$ cat config.mk
export PLATFORM = sky130hd
export DESIGN_NAME = decode_stage
export DESIGN_NICKNAME = d
export VERILOG_FILES = /design/src/rtl/decode_stage_pkg.sv /design/src/rtl/decode_stage_unit.sv /design/src/rtl/decode_stage.sv
export SDC_FILE = /design/constraint.sdc
export NUM_CORES = 1
export LEC_CHECK = 0
export ABC_AREA = 1
export BUFFER_PORTS_ARGS = -buffer_cell sky130_fd_sc_hd__buf_2
export CAP_MARGIN = 5
export CELL_PAD_IN_SITES_DETAIL_PLACEMENT = 0
export CELL_PAD_IN_SITES_GLOBAL_PLACEMENT = 1
export CORE_MARGIN = 2
export CORE_UTILIZATION = 42
export CTS_BUF_LIST = sky130_fd_sc_hd__clkbuf_8
export CTS_CLUSTER_DIAMETER = 150
export DETAILED_ROUTE_END_ITERATION = 7
export PLACE_DENSITY_LB_ADDON = 0.1
export SLEW_MARGIN = 20
export SYNTH_ARGS = -nofsm -noshare
export SYNTH_HDL_FRONTEND = slang
export SYNTH_SLANG_ARGS = --single-unit
$ cat constraint.sdc
create_clock -name clk -period 8.7 [get_ports clk]
set_clock_uncertainty 0.1 [all_clocks]
set_input_delay 0.87 -clock clk [delete_from_list [all_inputs] [get_ports clk]]
set_output_delay 0.87 -clock clk [all_outputs]
set_load 0.02 [all_outputs]
$ cat src/rtl/decode_stage_pkg.sv
// Shared types for the decode stage: opcode map, one-hot instruction classes
// and the decoded packet handed to issue.
package decode_stage_pkg;

    localparam int XLEN_MAX = 64;

    localparam logic [6:0] OPC_LOAD      = 7'b0000011;
    localparam logic [6:0] OPC_FENCE     = 7'b0001111;
    localparam logic [6:0] OPC_OP_IMM    = 7'b0010011;
    localparam logic [6:0] OPC_AUIPC     = 7'b0010111;
    localparam logic [6:0] OPC_OP_IMM_32 = 7'b0011011;
    localparam logic [6:0] OPC_STORE     = 7'b0100011;
    localparam logic [6:0] OPC_OP        = 7'b0110011;
    localparam logic [6:0] OPC_LUI       = 7'b0110111;
    localparam logic [6:0] OPC_OP_32     = 7'b0111011;
    localparam logic [6:0] OPC_BRANCH    = 7'b1100011;
    localparam logic [6:0] OPC_JALR      = 7'b1100111;
    localparam logic [6:0] OPC_JAL       = 7'b1101111;
    localparam logic [6:0] OPC_SYSTEM    = 7'b1110011;

    // CLS_NONE marks an illegal packet; every legal class is a single bit.
    typedef enum logic [12:0] {
        CLS_NONE   = 13'h0000,
        CLS_R      = 13'h0001,
        CLS_I      = 13'h0002,
        CLS_L      = 13'h0004,
        CLS_S      = 13'h0008,
        CLS_B      = 13'h0010,
        CLS_U      = 13'h0020,
        CLS_AUIPC  = 13'h0040,
        CLS_JAL    = 13'h0080,
        CLS_JALR   = 13'h0100,
        CLS_SYSTEM = 13'h0200,
        CLS_FENCE  = 13'h0400,
        CLS_R64    = 13'h0800,
        CLS_I64    = 13'h1000
    } instr_class_e;

    typedef logic [3:0] access_size_t;

    localparam access_size_t SZ_NONE = 4'b0000;
    localparam access_size_t SZ_B    = 4'b0001;
    localparam access_size_t SZ_H    = 4'b0010;
    localparam access_size_t SZ_W    = 4'b0100;
    localparam access_size_t SZ_D    = 4'b1000;

    typedef struct packed {
        logic [XLEN_MAX-1:0] pc;
        instr_class_e        instr_class;
        logic                rd_v;
        logic [4:0]          rd;
        logic                rs1_v;
        logic [4:0]          rs1;
        logic                rs2_v;
        logic [4:0]          rs2;
        logic                rs2_is_imm;
        logic [XLEN_MAX-1:0] imm;
        logic                is_load;
        logic                is_store;
        logic                is_branch;
        access_size_t        access_size;
        logic                is_unsigned;
        logic                illegal;
    } dec_pkt_t;

    localparam int DEC_PKT_W = $bits(dec_pkt_t);

endpackage

$ cat src/rtl/decode_stage_unit.sv
// Combinational RV32/RV64 instruction decoder producing one dec_pkt_t.
// Bits above XLEN in pc/imm are always zero.
module decode_unit
    import decode_stage_pkg::*;
#(
    parameter int XLEN = 32
) (
    input  logic [31:0]          instr_i,
    input  logic [XLEN-1:0]      pc_i,
    output logic [DEC_PKT_W-1:0] pkt_o,
    output logic                 illegal_o
);

    localparam bit RV64 = (XLEN == 64);
    localparam logic [XLEN_MAX-1:0] IMM_MASK = RV64 ? {XLEN_MAX{1'b1}} : 64'h0000_0000_FFFF_FFFF;

    logic [6:0] opcode;
    logic [2:0] funct3;
    logic [6:0] funct7;
    logic [XLEN_MAX-1:0] imm_i, imm_s, imm_b, imm_j, imm_u;

    assign opcode = instr_i[6:0];
    assign funct3 = instr_i[14:12];
    assign funct7 = instr_i[31:25];

    assign imm_i = {{52{instr_i[31]}}, instr_i[31:20]};
    assign imm_s = {{52{instr_i[31]}}, instr_i[31:25], instr_i[11:7]};
    assign imm_b = {{52{instr_i[31]}}, instr_i[7], instr_i[30:25], instr_i[11:8], 1'b0};
    assign imm_j = {{44{instr_i[31]}}, instr_i[19:12], instr_i[20], instr_i[30:21], 1'b0};
    assign imm_u = {{32{instr_i[31]}}, instr_i[31:12], 12'b0};

    instr_class_e        cls;
    logic                legal, rd_v, rs1_v, rs2_v, r2i, ld, st, br, uns, rd_use;
    logic [XLEN_MAX-1:0] imm;
    access_size_t        sz;
    dec_pkt_t            pkt;

    always_comb begin
        cls   = CLS_NONE;
        legal = 1'b0;
        rd_v  = 1'b0;
        rs1_v = 1'b0;
        rs2_v = 1'b0;
        r2i   = 1'b0;
        imm   = '0;
        ld    = 1'b0;
        st    = 1'b0;
        br    = 1'b0;
        sz    = SZ_NONE;
        uns   = 1'b0;

        case (opcode)
            OPC_OP: begin
                cls = CLS_R; rd_v = 1'b1; rs1_v = 1'b1; rs2_v = 1'b1;
                legal = (funct7 == 7'b0000000) ||
                        (funct7 == 7'b0100000 && (funct3 == 3'b000 || funct3 == 3'b101));
                uns = (funct3 == 3'b011);
            end
            OPC_OP_IMM: begin
                cls = CLS_I; rd_v = 1'b1; rs1_v = 1'b1; r2i = 1'b1; imm = imm_i;
                uns = (funct3 == 3'b011);
                // RV64 shifts borrow funct7[0] as shamt[5].
                case (funct3)
                    3'b001:  legal = RV64 ? (funct7[6:1] == 6'b000000) : (funct7 == 7'b0000000);
                    3'b101:  legal = RV64 ? (funct7[6:1] == 6'b000000 || funct7[6:1] == 6'b010000)
                                          : (funct7 == 7'b0000000 || funct7 == 7'b0100000);
                    default: legal = 1'b1;
                endcase
            end
            OPC_LOAD: begin
                cls = CLS_L; rd_v = 1'b1; rs1_v = 1'b1; r2i = 1'b1; imm = imm_i; ld = 1'b1;
                case (funct3)
                    3'b000:  begin legal = 1'b1; sz = SZ_B; end
                    3'b001:  begin legal = 1'b1; sz = SZ_H; end
                    3'b010:  begin legal = 1'b1; sz = SZ_W; end
                    3'b011:  begin legal = RV64; sz = SZ_D; end
                    3'b100:  begin legal = 1'b1; sz = SZ_B; uns = 1'b1; end
                    3'b101:  begin legal = 1'b1; sz = SZ_H; uns = 1'b1; end
                    3'b110:  begin legal = RV64; sz = SZ_W; uns = 1'b1; end
                    default: legal = 1'b0;
                endcase
            end
            OPC_STORE: begin
                cls = CLS_S; rs1_v = 1'b1; rs2_v = 1'b1; r2i = 1'b1; imm = imm_s; st = 1'b1;
                case (funct3)
                    3'b000:  begin legal = 1'b1; sz = SZ_B; end
                    3'b001:  begin legal = 1'b1; sz = SZ_H; end
                    3'b010:  begin legal = 1'b1; sz = SZ_W; end
                    3'b011:  begin legal = RV64; sz = SZ_D; end
                    default: legal = 1'b0;
                endcase
            end
            OPC_BRANCH: begin
                cls = CLS_B; rs1_v = 1'b1; rs2_v = 1'b1; imm = imm_b; br = 1'b1;
                legal = (funct3[2:1] != 2'b01);
                uns = (funct3[2:1] == 2'b11);
            end
            OPC_LUI: begin
                cls = CLS_U; rd_v = 1'b1; r2i = 1'b1; imm = imm_u; legal = 1'b1;
            end
            OPC_AUIPC: begin
                cls = CLS_AUIPC; rd_v = 1'b1; r2i = 1'b1; imm = imm_u; legal = 1'b1;
            end
            OPC_JAL: begin
                cls = CLS_JAL; rd_v = 1'b1; r2i = 1'b1; imm = imm_j; legal = 1'b1;
            end
            OPC_JALR: begin
                cls = CLS_JALR; rd_v = 1'b1; rs1_v = 1'b1; r2i = 1'b1; imm = imm_i;
                legal = (funct3 == 3'b000);
            end
            OPC_SYSTEM: begin
                // CSR ops write rd; the immediate forms carry a uimm in the rs1 slot.
                cls = CLS_SYSTEM; imm = imm_i;
                legal = (funct3 != 3'b100);
                rd_v  = (funct3 != 3'b000);
                rs1_v = (funct3 != 3'b000) && !funct3[2];
            end
            OPC_FENCE: begin
                cls = CLS_FENCE;
                legal = (funct3 == 3'b000 || funct3 == 3'b001);
            end
            OPC_OP_32: begin
                cls = CLS_R64; rd_v = 1'b1; rs1_v = 1'b1; rs2_v = 1'b1;
                legal = RV64 &&
                        ((funct7 == 7'b0000000 && (funct3 == 3'b000 || funct3 == 3'b001 || funct3 == 3'b101)) ||
                         (funct7 == 7'b0100000 && (funct3 == 3'b000 || funct3 == 3'b101)));
            end
            OPC_OP_IMM_32: begin
                cls = CLS_I64; rd_v = 1'b1; rs1_v = 1'b1; r2i = 1'b1; imm = imm_i;
                legal = RV64 &&
                        ((funct3 == 3'b000) ||
                         (funct3 == 3'b001 && funct7 == 7'b0000000) ||
                         (funct3 == 3'b101 && (funct7 == 7'b0000000 || funct7 == 7'b0100000)));
            end
            default: legal = 1'b0;
        endcase

        rd_use = rd_v && (instr_i[11:7] != 5'd0);

        pkt    = '0;
        pkt.pc = XLEN_MAX'(pc_i);
        if (!legal) begin
            pkt.illegal = 1'b1;
        end else begin
            pkt.instr_class = cls;
            pkt.rd_v        = rd_use;
            pkt.rd          = rd_use ? instr_i[11:7] : 5'd0;
            pkt.rs1_v       = rs1_v;
            pkt.rs1         = rs1_v ? instr_i[19:15] : 5'd0;
            pkt.rs2_v       = rs2_v;
            pkt.rs2         = rs2_v ? instr_i[24:20] : 5'd0;
            pkt.rs2_is_imm  = r2i;
            pkt.imm         = imm & IMM_MASK;
            pkt.is_load     = ld;
            pkt.is_store    = st;
            pkt.is_branch   = br;
            pkt.access_size = sz;
            pkt.is_unsigned = uns;
        end
    end

    assign pkt_o     = pkt;
    assign illegal_o = pkt.illegal;

endmodule

$ cat src/rtl/decode_stage.sv
// Registered decode stage: decodes fetch instructions into a small skid FIFO
// and presents packets in order to issue, with accept/illegal counters.
module decode_stage
    import decode_stage_pkg::*;
#(
    parameter int XLEN  = 32,
    parameter int DEPTH = 2,
    parameter int CNT_W = 32
) (
    input  logic                 clk,
    input  logic                 rst,
    input  logic                 flush_i,
    input  logic                 if_valid_i,
    output logic                 if_ready_o,
    input  logic [31:0]          if_instr_i,
    input  logic [XLEN-1:0]      if_pc_i,
    output logic                 dec_valid_o,
    input  logic                 dec_ready_i,
    output logic [DEC_PKT_W-1:0] dec_pkt_o,
    output logic [CNT_W-1:0]     cnt_decoded_o,
    output logic [CNT_W-1:0]     cnt_illegal_o
);

    localparam int PTR_W  = (DEPTH > 1) ? $clog2(DEPTH) : 1;
    localparam int FILL_W = $clog2(DEPTH + 1);

    logic [DEC_PKT_W-1:0] mem_q [DEPTH];
    logic [PTR_W-1:0]     wr_ptr_q, wr_ptr_d, rd_ptr_q, rd_ptr_d;
    logic [FILL_W-1:0]    count_q, count_d;
    logic [CNT_W-1:0]     cnt_dec_q, cnt_dec_d, cnt_ill_q, cnt_ill_d;
    logic [DEC_PKT_W-1:0] dec_pkt;
    logic                 dec_illegal, push, pop;

    decode_unit #(.XLEN(XLEN)) u_decode (
        .instr_i   (if_instr_i),
        .pc_i      (if_pc_i),
        .pkt_o     (dec_pkt),
        .illegal_o (dec_illegal)
    );

    // Both sides: a transfer happens on a clock edge where valid & ready are
    // high and flush_i is low. if_ready_o comes only from the registered fill
    // count, so there is no combinational path from dec_ready_i to fetch.
    assign if_ready_o  = (count_q < FILL_W'(DEPTH));
    assign dec_valid_o = (count_q != '0);
    assign dec_pkt_o   = dec_valid_o ? mem_q[rd_ptr_q] : '0;

    assign push = if_valid_i & if_ready_o & ~flush_i;
    assign pop  = dec_valid_o & dec_ready_i & ~flush_i;

    always_comb begin
        wr_ptr_d  = wr_ptr_q;
        rd_ptr_d  = rd_ptr_q;
        count_d   = count_q;
        cnt_dec_d = cnt_dec_q;
        cnt_ill_d = cnt_ill_q;

        if (flush_i) begin
            wr_ptr_d = '0;
            rd_ptr_d = '0;
            count_d  = '0;
        end else begin
            if (push) begin
                wr_ptr_d  = wr_ptr_q + PTR_W'(1);
                cnt_dec_d = cnt_dec_q + CNT_W'(1);
                if (dec_illegal) cnt_ill_d = cnt_ill_q + CNT_W'(1);
            end
            if (pop) rd_ptr_d = rd_ptr_q + PTR_W'(1);
            case ({push, pop})
                2'b10:   count_d = count_q + FILL_W'(1);
                2'b01:   count_d = count_q - FILL_W'(1);
                default: count_d = count_q;
            endcase
        end
    end

    always_ff @(posedge clk) begin
        if (rst) begin
            wr_ptr_q  <= '0;
            rd_ptr_q  <= '0;
            count_q   <= '0;
            cnt_dec_q <= '0;
            cnt_ill_q <= '0;
        end else begin
            wr_ptr_q  <= wr_ptr_d;
            rd_ptr_q  <= rd_ptr_d;
            count_q   <= count_d;
            cnt_dec_q <= cnt_dec_d;
            cnt_ill_q <= cnt_ill_d;
        end
    end

    // Storage needs no reset: dec_pkt_o is gated to zero while the FIFO is empty.
    always_ff @(posedge clk) begin
        if (push) mem_q[wr_ptr_q] <= dec_pkt;
    end

    assign cnt_decoded_o = cnt_dec_q;
    assign cnt_illegal_o = cnt_ill_q;

endmodule

=== Word-level counts from Yosys, hierarchy flattened ===
Memories as Yosys holds them, arrays and structs flattened. A register that Yosys moved wholly into a read port is not among the register bits.
Index checks and enable logic that the tools add are counted.

* $add $sub $neg: 6
* Order comparisons: 1
* Eq/ne operators: 25
* Mux-type cells: 29
* Bitwise operators: 6
* Reductions and logical operators: 31

{| class="wikitable"
|+ Operators with widths
! cell !! count
|-
| $mux W169 || 1
|-
| $pmux W13 S13 || 1
|-
| $pmux W32 S5 || 1
|-
| $mux W104 || 1
|-
| $add A32 B1 Y32 const B || 2
|-
| $eq A7 B6 Y1 const B || 5
|-
| $pmux W4 S4 || 2
|-
| $eq A7 B7 Y1 const B || 4
|-
| $eq A7 B5 Y1 const B || 3
|-
| $reduce_or A8 Y1 || 2
|-
| $mux W5 || 3
|-
| $mux W1 || 13
|-
| $reduce_or A2 Y1 || 6
|-
| $reduce_or A5 Y1 || 2
|-
| $eq A3 B3 Y1 const B || 3
|-
| $pmux W1 S9 || 1
|-
| $reduce_or A3 Y1 || 3
|-
| $reduce_or A9 Y1 || 1
|-
| $pmux W4 S2 || 1
|-
| $eq A7 B2 Y1 const B || 1
|-
| $eq A7 B4 Y1 const B || 1
|-
| $logic_not A7 Y1 || 1
|-
| $eq A3 B2 Y1 const B || 2
|-
| $pmux W1 S2 || 3
|-
| other kinds (23) || 35
|}

* Register bits: 68
* RAM bits: 274
* Output and inout bits: 235
* Logic and storage cells: 104
* Memories kept: 1

{| class="wikitable"
|+ Memory list
! name !! depth !! width !! read ports !! clocked after memory_dff !! wr ports !! line !! source
|-
| mem_q || 2 || 137 || 1 || 1 || 1 || decode_stage.sv:27 || <nowiki>logic [DEC_PKT_W-1:0] mem_q [DEPTH];</nowiki>
|}

=== Logic depth before layout (Yosys ltp) ===
Gate-level depths: netlist of run 1.

* Depth in word-level cells: 7
* Depth in mapped cells: 13

=== Modules after synthesis ===
From an unflattened synthesis of run 1, not the netlist that was laid out.

* Cell total of the unflattened synthesis: 1878
* Area total of the unflattened synthesis: 18385.1 sq um

{| class="wikitable"
|+ By module, submodules not included
! module !! times used !! cells an instance !! area each (sq um) !! seq. area each (sq um)
|-
| decode_stage || 1 || 1518 || 16407.0 || 11531.1
|-
| decode_unit || 1 || 360 || 1978.1 || 0.0
|}

=== Worst setup path before layout of run 1 ===
Ideal clock, no wire load.

* Path type: input to register
* From: input flush_i
* To: memory mem_q[0][0] in the netlist's numbering (enable)
* Library setup time: 570 ps
* Data arrival time: 5851 ps
* Data required time: 8030 ps
* Path slack: 2179 ps
* Stages: 6
* Buffers on the path: 1
* Path through: inv_1 > nand2_1 > nor2_4 > inv_2 > clkbuf_1 > nor2_1

* Word-level cells in the longest chain between the ends: 4

{| class="wikitable"
|+ RTL lines
! what !! line !! source
|-
| start: declaration || decode_stage.sv:12 || <nowiki>input logic flush_i,</nowiki>
|-
| $not A1 Y1 (no line) || n/a ||
|-
| $and A1 B1 Y1 || decode_stage.sv:48 || <nowiki>assign push = if_valid_i & if_ready_o & ~flush_i;</nowiki>
|-
| $mux W1 || decode_stage.sv:95 || <nowiki>if (push) mem_q[wr_ptr_q] <= dec_pkt;</nowiki>
|-
| $mux W1 (not written as such) || decode_stage.sv:95 ||
|-
| end: declaration || decode_stage.sv:27 ||
|}

No other way between the ends.

==> impl.org, run 1 <==
** Synth
- Warning count from the yosys run :: 0
- Summed instance area of the synthesized netlist :: 0.0138 sq mm
- Async set or reset register ratio after synthesis :: 0
- In the synthesized netlist, the number of instances is 1587.
- Of the post-synthesis cell area, the dominant cell type holds 0.458.
- Post-synth top cells :: sky130_fd_sc_hd__nand2_1 (530), sky130_fd_sc_hd__edfxtp_1 (210), sky130_fd_sc_hd__a21oi_1 (172), sky130_fd_sc_hd__nor2_1 (130), sky130_fd_sc_hd__inv_1 (112)
- By area the synthesized netlist is led by sky130_fd_sc_hd__edfxtp_1 (46%), sky130_fd_sc_hd__nand2_1 (14%), sky130_fd_sc_hd__dfxtp_1 (10%).
- Proportion of synthesized chip area in sequential cells :: 0.558
- Of all cell types, the one taking the most synthesized area is sky130_fd_sc_hd__edfxtp_1.
- Register bit total from synthesis :: 279
- Number of library cell types mapped by synthesis :: 39
- Post-synth EDFFs :: 210
- Top FF cell, synth :: sky130_fd_sc_hd__edfxtp_1
- Most numerous cell in the Yosys netlist :: sky130_fd_sc_hd__nand2_1
- Mean instance size in the synthesized netlist :: 8.68 sq um

** Clock network
- TritonCTS built the clock tree.
- Post-CTS timing repair inserted 0 buffers for setup.
- CTS hold repair buffers :: 0
- Clock sink count :: 279
- Clock buffer depth :: 3
- In this run, CTS created clock tree buffers numbering 47.
- CTS root buffer :: sky130_fd_sc_hd__clkbuf_8
- Once the clock tree was built, the resizer swapped 0 gates to a different size.
- Clock latency on the worst-skew pair, taken at its later pin, is 0.57 ns.
- After clock tree synthesis, the clock-pin slew on the worst setup and hold paths is 0.06 ns.
- Maximum level of the CTS H-tree :: 2

** Pwr
- Worst IR Drop VDD :: 0.0974 mV
- Seq pwr share :: 0.542
- The completed layout was analyzed and its total power is 2690 uW.
- Leakage :: 0.00680 uW
- Cell Int Power :: 2020 uW
- Total power per unit cell area :: 169 mW/mm^2
- Switching power total :: 664 uW
- Proportion of total power due to net switching :: 0.247
- Of the total power, combinational logic draws 0.063.
- Share of total power in the clock network :: 0.395

** STA
- The number of hold-slack violations in the final timing report was 0.
- Post-route setup TNS :: 0 ns
- Headroom to the max-slew limit came out at 0.394.
- Transition time at the pin with the least slew margin :: 0.909 ns
- Number of slew-limit violations in the final report :: 0
- Based on the critical path, the design can be clocked at up to 0.249 GHz.
- Part of the cycle the worst path needs :: 0.462
- Unrepaired setup endpoints after global routing :: no
- Min Tclk post-route :: 4.02 ns
- Total of endpoints with negative setup slack in the final report :: 0

** Die
- From bottom edge to top edge, the die measures 185 microns.
- Floorplan Core Area :: 0.0325 sq mm
- From left edge to right edge, the die measures 185 microns.
- Top-Level Pins :: 304
- For this configuration, the core starts out at a cell density of 0.425.
- DIE AREA :: 0.0343 sq mm
- Standard-cell rows :: 66

** Min path
- Classification of the worst-slack hold path :: reg -> reg

** GRT
- The initial antenna violation count was 4.
- Entering global routing, the biggest net connects 64 pins.
- The total overflow left after global routing is 0.
- The first global-routing pass estimated 57200 microns of wire.
- Number of global-route vias before repair :: 10500
- All-layer global routing usage :: 0.214

** Worst setup path
- At the worst endpoint, the required time is 7.73 ns.
- CP cell instances :: clkinv_2 > buf_4 > nand2_1 > a21oi_1 > buf_2
- STA classifies the critical path endpoint as a primary output.
- In this run the worst path has a maximum fanout of 57.
- Class of the most critical setup path :: reg -> out
- The slowest stage of the critical path belongs to the cell sky130_fd_sc_hd__clkinv_2.
- CP arrival :: 3.05 ns
- CP peak stage delay :: 0.74 ns
- Crit path launch type :: flop

** Place
- The wire-length estimate of the detail-placed layout is 25200 microns.
- After detailed placement, the design holds a cell count of 2212.
- Routability-driven placement finished with a final weighted congestion of 0.846.
- The count of buffers added on input and output ports is 239.

** Routing
- DR vias/cell :: 4.87
- Detailed-router iteration count before antenna repair :: 5
- Detail Route Antenna Nets :: 0
- In the final routed layout, each cell accounts on average for 16.0 microns.
- For this run, design rule violations remaining after detail routing come to 0.
- The detailed router placed 11200 vias in this run.
- Sum of routed wire length over all layers :: 36800 microns
- The detailed router finished its first iteration with 644 violations.

** Cells and area
- Area growth syn-to-layout :: 15.5%
- Of the cells placed in the final design, the portion with a size suffix greater than 1 is 0.181.
- Non-filler cells, final :: 2299
- Number of filler cells placed in the layout :: 3308
- After the last flow step, the layout net total stands at 1891.

** Run
- The tool flagged a number of max-cap violations equal to 0.

** Outcome
- The run finished with clean final reports.
stage by stage:
step / cell area [sq um] / setup WS, ns / utilization / hold WS (ns)
finish: 15900 / 4.68 / 0.491 / 0.373
global route: 15900 / 4.44 / 0.491 / 0.332
CTS: 15900 / 4.59 / 0.490 / 0.357
floorplan: 14000 / 2.18 / - / 0.347
global placement: 15100 / 5.20 / 0.465 / 0.359
detailed placement: 15100 / 5.18 / 0.465 / 0.363
cells by family after synthesis:
group	count (synthesis)	synth area share
AND/OR/NAND/NOR	820	0.252
adder cells (fa/ha/maj)	3	0.00272
flip-flops	279	0.558
AO/OA/AOI/OAI	200	0.0752
buffers and inverters	251	0.0906
other	1	0.000272
XOR/XNOR	33	0.0210
metal layers:
| layer | track usage | routed length [microns] | vias to the layer above | share of wire |
|---|---|---|---|---|
| met5 | 0 | 27 | - | 0.00073 |
| met4 | 0.0702 | 979 | 4 | 0.027 |
| met3 | 0.0381 | 2090 | 73 | 0.057 |
| met2 | 0.357 | 17600 | 330 | 0.48 |
| met1 | 0.283 | 16100 | 5200 | 0.44 |
| li1 | - | - | 5585 | - |
power by group through the flow:
stage | clock [uW] | combinational (uW) | sequential (uW)
2_1_floorplan | 0 | 133 | 1490
6_report | 1060 | 169 | 1460
4_1_cts | 1090 | 171 | 1460
3_5_place_dp | 0 | 171 | 1480
5_1_grt | 1160 | 187 | 1460
3_3_place_gp | 0 | 170 | 1480
sequential cells by signal (all words and copies together) (netlist names), named ones only:
register / count
wr_ptr_q: 1
count_q: 2
cnt_illegal_o: 32
rd_ptr_q: 1
cnt_decoded_o: 32
mem_q: 210
cell type report:
cell class	count	area (sq um)	share of cell area
Multi-Input combinational cell	1126	5130	0.322
Clock buffer	47	647	0.0406
Tap cell	442	553	0.0347
Inverter	117	443	0.0278
Clock inverter	37	189	0.0119
Timing Repair Buffer	248	1270	0.0795
Sequential cell	279	7690	0.483
Antenna cell	3	7.51	0.000471
path summary, 6_finish.rpt:
kind | cells after the start | to | slack, ns | from
worst max-delay path | 5 | dec_pkt_o[114] | 4.68 | flop
worst min-delay path | 2 | rd_ptr_q | 0.37 | rd_ptr_q
worst max register to register | 5 | mem_q[0][84] | 5.87 | count_q[1]
worst min register to register | 2 | rd_ptr_q | 0.37 | rd_ptr_q
cell usage in the layout (no fill, tap or decap), types with 39 or more instances in the layout:
| master | n |
|---|---|
| sky130_fd_sc_hd__a21oi_1 | 172 |
| sky130_fd_sc_hd__buf_2 | 238 |
| sky130_fd_sc_hd__clkbuf_8 | 47 |
| sky130_fd_sc_hd__conb_1 | 70 |
| sky130_fd_sc_hd__dfxtp_1 | 68 |
| sky130_fd_sc_hd__edfxtp_1 | 210 |
| sky130_fd_sc_hd__inv_1 | 129 |
| sky130_fd_sc_hd__nand2_1 | 530 |
| sky130_fd_sc_hd__nand3_1 | 40 |
| sky130_fd_sc_hd__nand4_1 | 39 |
| sky130_fd_sc_hd__nor2_1 | 127 |
worst max-delay path: cells and delay by family, from the launching register on:
| family | cells | cell delay (ns) |
|---|---|---|
| compound gates | 1 | 0.10 |
| buf+inv | 3 | 1.53 |
| flops | 1 | 0.68 |
| simple gates | 1 | 0.13 |
Note: power is estimated with default switching activity, not from simulation.
==> run 2: changes to the inputs <==
--- a/config.mk
+++ b/config.mk
@@ -5,13 +5,13 @@
 export SDC_FILE = /design/constraint.sdc
 export NUM_CORES = 1
 export LEC_CHECK = 0
-export ABC_AREA = 1
+export ABC_AREA = 0
 export BUFFER_PORTS_ARGS = -buffer_cell sky130_fd_sc_hd__buf_2
 export CAP_MARGIN = 5
 export CELL_PAD_IN_SITES_DETAIL_PLACEMENT = 0
 export CELL_PAD_IN_SITES_GLOBAL_PLACEMENT = 1
 export CORE_MARGIN = 2
-export CORE_UTILIZATION = 42
+export CORE_UTILIZATION = 44
 export CTS_BUF_LIST = sky130_fd_sc_hd__clkbuf_8
 export CTS_CLUSTER_DIAMETER = 150
 export DETAILED_ROUTE_END_ITERATION = 7
==> constraint.sdc (replaced) <==
create_clock -name clk -period 4.2 [get_ports clk]
set_clock_uncertainty 0.1 [all_clocks]
set_input_delay 0.42 -clock clk [delete_from_list [all_inputs] [get_ports clk]]
set_output_delay 0.42 -clock clk [all_outputs]
set_load 0.02 [all_outputs]
==> run 2 against run 1 <==
Effect of this change:
- clock power rose by 97%
- wire length is 17% lower
- highest routed layer unchanged
- total power grew 100%
- clock-buffer cell count up 1
- hold slack lost 0.33 ns
- first-iteration DRC count shrank 29%
- final area fell by 4.2%
- synthesized cell count decreased by 30%
- sequential cell count is the same
- largest cell class unchanged
- worst setup slack got worse by 3.3 ns
==> impl.org, run 2 <==
** GRT
- The global-route track usage on met3 came to 0.0512 (+0.0130).
- GRT Max-Usage Layer :: met2
- The number of global-route vias before repair came to 8784 (-17%).
- The wire length of the first global-routing pass came to 47500 microns (-17%).
- The total overflow reported by the global router was 0 (unchanged).
- The pin count of the biggest net entering global routing was 106 (+66%).
- All-layer global routing usage :: 0.195 (-0.0188)
- The met1 capacity usage during global routing came to 0.257 (-0.0251).
- Number of antenna violations at the first check in global routing :: 6 (+2)
- The fraction of met2 tracks used by global routing is 0.317 (-0.0407).

** Die
- Height of the chip :: 174 microns (-5.8%)
- The die width came to 174 microns (-5.8%).
- The I/O pin total is 304 (unchanged).
- Floorplan Core Area :: 0.0286 sq mm (-12%)
- DIE AREA :: 0.0304 sq mm (-11%)
- Standard-cell rows :: 62 (-6.1%)
- Initial cell density of the core :: 0.446 (+0.0214)

** Clock network
- Clock buffer depth :: 3 (unchanged)
- CTS hold repair buffers :: 32 (+32)
- TritonCTS built the clock tree.
- Clock sink count :: 279 (unchanged)
- CTS root buffer :: sky130_fd_sc_hd__clkbuf_8
- The number of buffers created by CTS came to 47 (unchanged).
- The maximum level of the CTS H-tree came to 2 (unchanged).
- The number of buffers inserted to repair setup after CTS was 0 (unchanged).
- Post-cts sizing count :: 0 (unchanged)
- The clock latency on the worst-skew pair came to 0.55 ns (-0.02 ns).
- The clock-pin slew reported for the worst setup and hold paths after clock tree synthesis is 0.06 ns (about the same).

** Synth
- Summed over all instances, the cell type with the most area after synthesis is sky130_fd_sc_hd__edfxtp_1.
- Post-synth EDFFs :: 210 (unchanged)
- The unique cell type count in the Yosys netlist was 58 (+49%).
- The share of the synthesized area in the top cell type came to 0.494 (+0.0363).
- By area, the combinational part of the netlist is dominated by simple AND/OR/NAND/NOR gates.
- Register bit total from synthesis :: 279 (unchanged)
- Fraction of synthesized cell area in xor and xnor cells :: 0.0226 (+0.00166)
- The synthesized-area fraction occupied by ao, oa, aoi and oai cells came to 0.0686 (-0.00658).
- Top post-synthesis cells by area :: sky130_fd_sc_hd__edfxtp_1 (49%), sky130_fd_sc_hd__dfxtp_1 (11%), sky130_fd_sc_hd__mux2i_1 (8.2%)
- Mux cell area share after synthesis :: 0.0841 (+0.0841)
- Cells after synthesis :: 1103 (-30%)
- Async set or reset register ratio after synthesis :: 0 (unchanged)
- Post-synth top cells :: sky130_fd_sc_hd__edfxtp_1 (210), sky130_fd_sc_hd__nor2_1 (172), sky130_fd_sc_hd__mux2i_1 (105), sky130_fd_sc_hd__dfxtp_1 (69), sky130_fd_sc_hd__buf_4 (68)
- Proportion of synthesized chip area in sequential cells :: 0.602 (+0.0443)
- The mean instance size in the synthesized netlist was 11.6 sq um (+33%).
- Top FF cell, synth :: sky130_fd_sc_hd__edfxtp_1
- Most numerous cell in the Yosys netlist :: sky130_fd_sc_hd__edfxtp_1
- Warning count from the yosys run :: 0 (unchanged)
- Simple logic cell fraction of the synthesized area :: 0.155 (-0.0978)
- Summed instance area of the synthesized netlist :: 0.0128 sq mm (-7.4%)
- The post-synthesis adder-cell area fraction was 0.00294 (+0.000216).

** Cells and area
- Non-filler cells, final :: 1800 (-22%)
- Final Cell Area :: 0.0152 sq mm (-4.2%)
- Compared with the post-synthesis result, the final layout area differs by 19.4%.
- Fin util :: 0.533 (+0.0420)
- Register name with the most flops :: mem_q
- The top cell types in the final layout, fill and taps aside, are sky130_fd_sc_hd__buf_2 (239), sky130_fd_sc_hd__edfxtp_1 (210), sky130_fd_sc_hd__nor2_1 (169).
- The fraction of final layout cells sized beyond drive strength 1 came to 0.235 (+0.0544).
- Most common cell after layout, fill and taps aside :: sky130_fd_sc_hd__buf_2
- The number of flip-flops under the largest register name came to 210 (unchanged).
- The final net count was 1451 (-23%).

** Routing
- Drt wl/cell :: 17.0 microns (+6.2%)
- First-iteration detailed-routing DRC count :: 459 (-29%)
- The DRC violation count after routing came to 0 (unchanged).
- Detail Route Antenna Nets :: 0 (unchanged)
- The number of detailed-routing iterations run before antenna repair came to 5 (unchanged).
- DR vias/cell :: 5.10 (+4.8%)
- Sum of routed wire length over all layers :: 30600 microns (-17%)
- The total via count in the routed design was 9180 (-18%).

** STA
- The max-slew violation count came to 0 (unchanged).
- Transition time at the pin with the least slew margin :: 0.938 ns (+0.0291 ns)
- The relative slew slack is 0.369 (-0.0246).
- The total negative setup slack was 0 ns (unchanged).
- Timing would allow up to 0.358 GHz.
- Part of the cycle the worst path needs :: 0.664
- The setup slack after layout was 1.41 ns (-3.27 ns).
- The clock period could shrink to 2.79 ns.
- Total count of hold-check failures in the final report :: 0 (unchanged)
- Setup repair after global routing left no endpoint under its margin.
- The final setup violation count came to 0 (unchanged).

** Worst setup path
- Data required, critical path :: 3.68 ns (-4.05 ns)
- The worst register-to-register path ends at cnt_illegal_o[19].
- The slack of the worst reg-to-reg path came to 1.44 ns (-4.43 ns).
- The number of cells on the worst reg-to-reg path was 8 (+3).
- Largest driver fanout on the critical path :: 27 (-53%)
- The startpoint identified for the worst register-to-register timing path is count_q[1].
- The setup path with the least slack is of type reg -> out.
- The worst setup path is captured at a primary output.
- CP arrival :: 2.27 ns (-0.78 ns)
- The worst setup path is launched from a flop.

** Pwr
- The power density of the placed cells was 360 mW/mm^2 (+110%).
- The worst supply voltage drop on vdd came to 0.236 mV (+140%).
- Leakage :: 0.00575 uW (-16%)

** Place
- Routability congestion estimate :: 0.871 (+2.9%)
- IO buf count :: 239 (unchanged)
- Total half-perimeter wirelength after legalization and detailed placement :: 19900 microns (-21%)
- The post-place setup slack is 0.886 ns (-4.29 ns).
- Total placed instance area :: 0.0141 sq mm (-6.5%)
- Instance count after placement with tap cells included :: 1682 (-24%)

** Min path
- The hold path depth was 2 (unchanged).
- The path with the worst hold slack has its endpoint at wr_ptr_q.
- Hold Crit Start :: flush_i
- The path class of the tightest hold or removal check is in -> reg.

** Outcome
- Run status :: complete, no violations

** Run
- The number of maximum-capacitance constraint violations is 0 (unchanged).
[run 2: changes by cell type after synthesis, moves of 16 or more]
cell and change:
sky130_fd_sc_hd__o31ai_1 +28, sky130_fd_sc_hd__inv_1 -99, sky130_fd_sc_hd__clkbuf_1 -16, sky130_fd_sc_hd__nor2_1 +42
sky130_fd_sc_hd__a21oi_1 -112, sky130_fd_sc_hd__nand3_1 -16, sky130_fd_sc_hd__and2_1 +32, sky130_fd_sc_hd__or4_1 +29
sky130_fd_sc_hd__nand2_1 -481, sky130_fd_sc_hd__mux2i_1 +105, sky130_fd_sc_hd__nand3b_1 -24, sky130_fd_sc_hd__nand4_1 -19
[run 2: metrics by stage]
| stage | power, uW | hold slack [ns] |
|---|---|---|
| after floorplan | 3360 | 0.397 |
| after global placement | 3430 | 0.373 |
| after detailed placement | 3430 | 0.374 |
| after CTS | 5560 | 0.0212 |
| after global routing | 5710 | 0.0267 |
| final | 5490 | 0.0476 |
[run 2: layout make-up]
class | instances | area, sq um
clock inverters | 34 | 146
repair buffers | 285 | 1670
clock buffers | 48 | 661
multi-input cells | 753 | 4540
flip-flops and latches | 279 | 7690
well taps | 384 | 480
fillers | 2630 | 13400
inverters | 13 | 48.8
diodes | 4 | 10.0
[run 2: worst max path at each step]
stage                         to  slack, ns  depth (start not counted)
2_1_floorplan        mem_q[0][0]       0.15                          3
3_3_place_gp        mem_q[0][20]       1.03                          7
3_5_place_dp         mem_q[1][2]       0.89                          7
4_1_cts             dec_pkt_o[8]       1.36                          4
5_1_grt        cnt_illegal_o[15]       1.21                          8
6_report            dec_pkt_o[8]       1.41                          4
[run 2: kinds of logic after synthesis]
family | after synthesis
compound gates | 141
xor+xnor | 33
fa+ha+maj | 3
buf+inv | 140
flops | 279
mux | 107
other cells | 1
simple gates | 399
[run 2: where the power goes]
part / internal (uW) / total [uW] / switching (uW)
Clock: 1060 / 2090 / 1030
Sequential: 3000 / 3020 / 16.8
Combinational: 114 / 377 / 263
Total: 4180 / 5490 / 1310
[run 2: layer usage]
layer  part of all wire  vias to the layer above
met1               0.44                     4426
met2               0.47                      265
met4              0.021                        4
met3              0.070                       53
met5            0.00075                        -
li1                   -                     4432
[run 2: worst max-delay path, stage by stage (launching register included)]
cell	delay, ns
sky130_fd_sc_hd__dfxtp_4	0.66
sky130_fd_sc_hd__buf_4	0.52
sky130_fd_sc_hd__mux2i_1	0.26
sky130_fd_sc_hd__nor2_1	0.07
sky130_fd_sc_hd__buf_2	0.19
==> run 3: changes to the inputs <==
--- a/config.mk
+++ b/config.mk
@@ -11,7 +11,7 @@
 export CELL_PAD_IN_SITES_DETAIL_PLACEMENT = 0
 export CELL_PAD_IN_SITES_GLOBAL_PLACEMENT = 1
 export CORE_MARGIN = 2
-export CORE_UTILIZATION = 44
+export CORE_UTILIZATION = 39
 export CTS_BUF_LIST = sky130_fd_sc_hd__clkbuf_8
 export CTS_CLUSTER_DIAMETER = 150
 export DETAILED_ROUTE_END_ITERATION = 7
==> constraint.sdc (replaced) <==
create_clock -name clk -period 2.4 [get_ports clk]
set_clock_uncertainty 0.1 [all_clocks]
set_input_delay 0.24 -clock clk [delete_from_list [all_inputs] [get_ports clk]]
set_output_delay 0.24 -clock clk [all_outputs]
set_load 0.02 [all_outputs]
==> run 3 against run 2 <==
Effect of this change:
- core utilization shrank 2.1 points
- combinational power increased by 110%
- wire length grew 6.0%
- die area grew 13%
- sequential share of layout area is 4.0 points lower
- sequential power increased by 75%
- final area increased by 8.5%
- total power increased by 83%
- final cell count grew 10%
- first-iteration DRC count rose by 4.1%
- critical path type unchanged
- largest cell class unchanged
==> impl.org, run 3 (synthesis gave the netlist of run 2 again) <==
** Outcome
- The flow ran to the end, and the final reports show no timing, DRC or antenna violations.

** Routing
- The DRC violation count after routing came to 0 (unchanged).
- The detail-routed via count per cell came to 4.80 (-5.8%).
- Detail Route Antenna Nets :: 0 (unchanged)
- The number of design-rule violations left by the first detailed-router iteration was 478 (+4.1%).
- Sum of routed wire length over all layers :: 32400 microns (+6.0%)
- Detailed-router iteration count before antenna repair :: 5 (unchanged)
- The post-detailed-route wirelength per cell is 16.3 microns (-3.9%).
- The total via count in the routed design was 9541 (+3.9%).

** Worst setup path
- The largest individual stage delay along the critical path comes from the cell sky130_fd_sc_hd__dfxtp_1.
- The number of buffers and inverters on the critical path came to 2 (unchanged).
- The number of cells on the worst reg-to-reg path is 6 (-2).
- CP cell instances :: nor2_4 > buf_12 > nor2_1 > buf_2
- The worst setup path is of the reg -> out kind.
- The worst register-to-register path begins at cnt_illegal_o[5].
- Top Family by Delay on Critical Path :: buffers and inverters
- The worst-path maximum fanout came to 105 (+290%).
- Crit Reg-Reg Endpoint :: cnt_illegal_o[23]
- CP peak stage delay :: 0.36 ns (-0.30 ns)
- Crit path launch type :: flop
- Worst R2R Setup Slack :: 0.25 ns (-1.19 ns)
- Data required, critical path :: 2.06 ns (-1.62 ns)
- STA classifies the critical path endpoint as a primary output.
- The signal arrival time at the worst endpoint came to 1.90 ns (-0.37 ns).

** Pwr
- Worst IR Drop VDD :: 0.353 mV (+50%)
- Post-layout power :: 10000 uW (+83%)
- Leakage :: 0.00639 uW (+11%)
- The power density of the placed cells is 605 mW/mm^2 (+68%).

** Clock network
- The maximum level of the CTS H-tree is 2 (unchanged).
- The number of buffers created by CTS came to 49 (+4.3%).
- The deepest clock path buffer count is 3 (unchanged).
- The number of clock sinks seen by CTS is 279 (unchanged).
- Clock transition at the register clock pins on the worst setup and hold paths after CTS :: 0.06 ns (about the same)
- Source-to-sink clock delay at the later pin of the worst-skew pair :: 0.55 ns (about the same)
- CTS tree :: yes
- CTS root buffer :: sky130_fd_sc_hd__clkbuf_8

** GRT
- The total overflow reported by the global router is 0 (unchanged).
- The wire length of the first global-routing pass was 49300 microns (+3.9%).
- All-layer global routing usage :: 0.184 (-0.0114)
- The pin count of the biggest net entering global routing is 106 (unchanged).
- The initial antenna violation count came to 4 (-2).
- Number of global-route vias before repair :: 9068 (+3.2%)

** Min path
- The hold path depth is 3 (+1).
- In this run the most critical hold path is launched from if_instr_i[30].
- Worst hold endpoint :: mem_q[1][19]
- The worst hold path belongs to the class in -> reg.

** Die
- Chip Width :: 185 microns (+6.1%)
- The standard cell core area was 0.0324 sq mm (+13%).
- The die height is 185 microns (+6.1%).
- The initial standard-cell utilization of the core was 0.394 (-0.0516).
- The I/O pin total is 304 (unchanged).
- Standard-cell rows :: 66 (+6.5%)
- DIE AREA :: 0.0342 sq mm (+13%)

** STA
- Slew Limit Headroom :: 0.590 (+0.220)
- Fmax :: 0.446 GHz
- The max-slew violation count is 0 (unchanged).
- Part of the cycle the worst path needs :: 0.934
- Total of endpoints with negative setup slack in the final report :: 0 (unchanged)
- Min Tclk post-route :: 2.24 ns
- The number of hold-slack violations in the final timing report came to 0 (unchanged).
- Setup repair after global routing left no endpoint under its margin.
- The setup slack after layout came to 0.158 ns (-1.25 ns).
- Transition time at the pin with the least slew margin :: 0.600 ns (-0.338 ns)
- The total negative setup slack was 0 ns (unchanged).

** Place
- The post-place setup slack is -0.186 ns (-1.07 ns).
- IO buf count :: 239 (unchanged)
- Routability congestion estimate :: 0.881 (+1.2%)
- The half-perimeter wire length of the detailed placement result came to 22100 microns (+11%).

** Cells and area
- Proportion of layout cells with a drive suffix above 1 :: 0.281 (+0.0459)
- Area growth syn-to-layout :: 29.6%
- Register name with the most flops :: mem_q
- The top cell types in the final layout, fill and taps aside, are sky130_fd_sc_hd__buf_2 (239), sky130_fd_sc_hd__edfxtp_1 (210), sky130_fd_sc_hd__nor2_1 (169).
- Number of flip-flops under the largest register name :: 210 (unchanged)
- Most common cell after layout, fill and taps aside :: sky130_fd_sc_hd__buf_2
- The final net count was 1574 (+8.5%).
- Number of filler cells placed in the layout :: 3074 (+17%)

** Run
- The number of maximum-capacitance constraint violations was 0 (unchanged).
[run 3: cell count changes in the layout (fill, tap and decap cells not counted), moves of 3 or more]
cell / change
sky130_fd_sc_hd__buf_12: +13
sky130_fd_sc_hd__clkinv_1: +11
sky130_fd_sc_hd__dlygate4sd3_1: +24
sky130_fd_sc_hd__buf_4: +83
sky130_fd_sc_hd__inv_1: -5
sky130_fd_sc_hd__clkinv_2: -3
[run 3: report_power, final]
part / leakage [uW] / switching (uW) / internal [uW]
registers: 0.00243 / 27.9 / 5250
logic: 0.00345 / 494 / 310
clock network: 0.000508 / 1890 / 2050
[run 3: metrics by stage]
step	util	instance area [sq um]	instances	hold slack, ns
4_1_cts	0.511	16500	1983	0.0464
5_1_grt	0.511	16500	1984	0.0592
6_report	0.511	16600	1986	0.0875
2_1_floorplan	-	13100	1172	0.210
3_3_place_gp	0.466	15100	1836	0.328
3_5_place_dp	0.466	15100	1836	0.332
[run 3: how the worst max path moves through the flow]
stage / start / to / depth (start not counted)
floorplan: count_q[1] / mem_q[0][0] / 3
global placement: if_instr_i[26] / mem_q[0][36] / 9
detailed placement: if_instr_i[26] / mem_q[0][36] / 9
CTS: count_q[0] / dec_pkt_o[75] / 4
global route: count_q[0] / dec_pkt_o[7] / 4
finish: count_q[0] / dec_pkt_o[97] / 4
[run 3: worst register-to-register path: stages, from the launching register on]
cell and delay (ns):
sky130_fd_sc_hd__dfxtp_1 0.44, sky130_fd_sc_hd__nand4_1 0.19, sky130_fd_sc_hd__nor3_2 0.25, sky130_fd_sc_hd__and4_1 0.37
sky130_fd_sc_hd__nand4_1 0.14, sky130_fd_sc_hd__or4_1 0.41, sky130_fd_sc_hd__a21oi_1 0.17
[run 3: per-layer routing]
layer  track usage  routed length [microns]  vias up
met5             0                       13        -
met4        0.0473                      576        2
met3        0.0474                     2060       49
met2         0.299                    15200      257
met1         0.245                    14600     4552
li1              -                        -     4681
[run 3: area by class of cell]
type	instances	area [sq um]	share of cell area
diodes	3	7.51	0.000454
clock buffers	50	688	0.0416
clock inverters	40	200	0.0121
inverters	13	48.8	0.00295
multi-input cells	753	4550	0.275
flip-flops and latches	279	7690	0.465
well taps	442	553	0.0334
repair buffers	406	2810	0.170
[run 3: timing repair]
action	CTS	global route
endpoints found under the hold margin	154	0
setup endpoints to repair	1	0
hold buffers	56	0
setup buffers	1	0
gates resized for setup	0	0
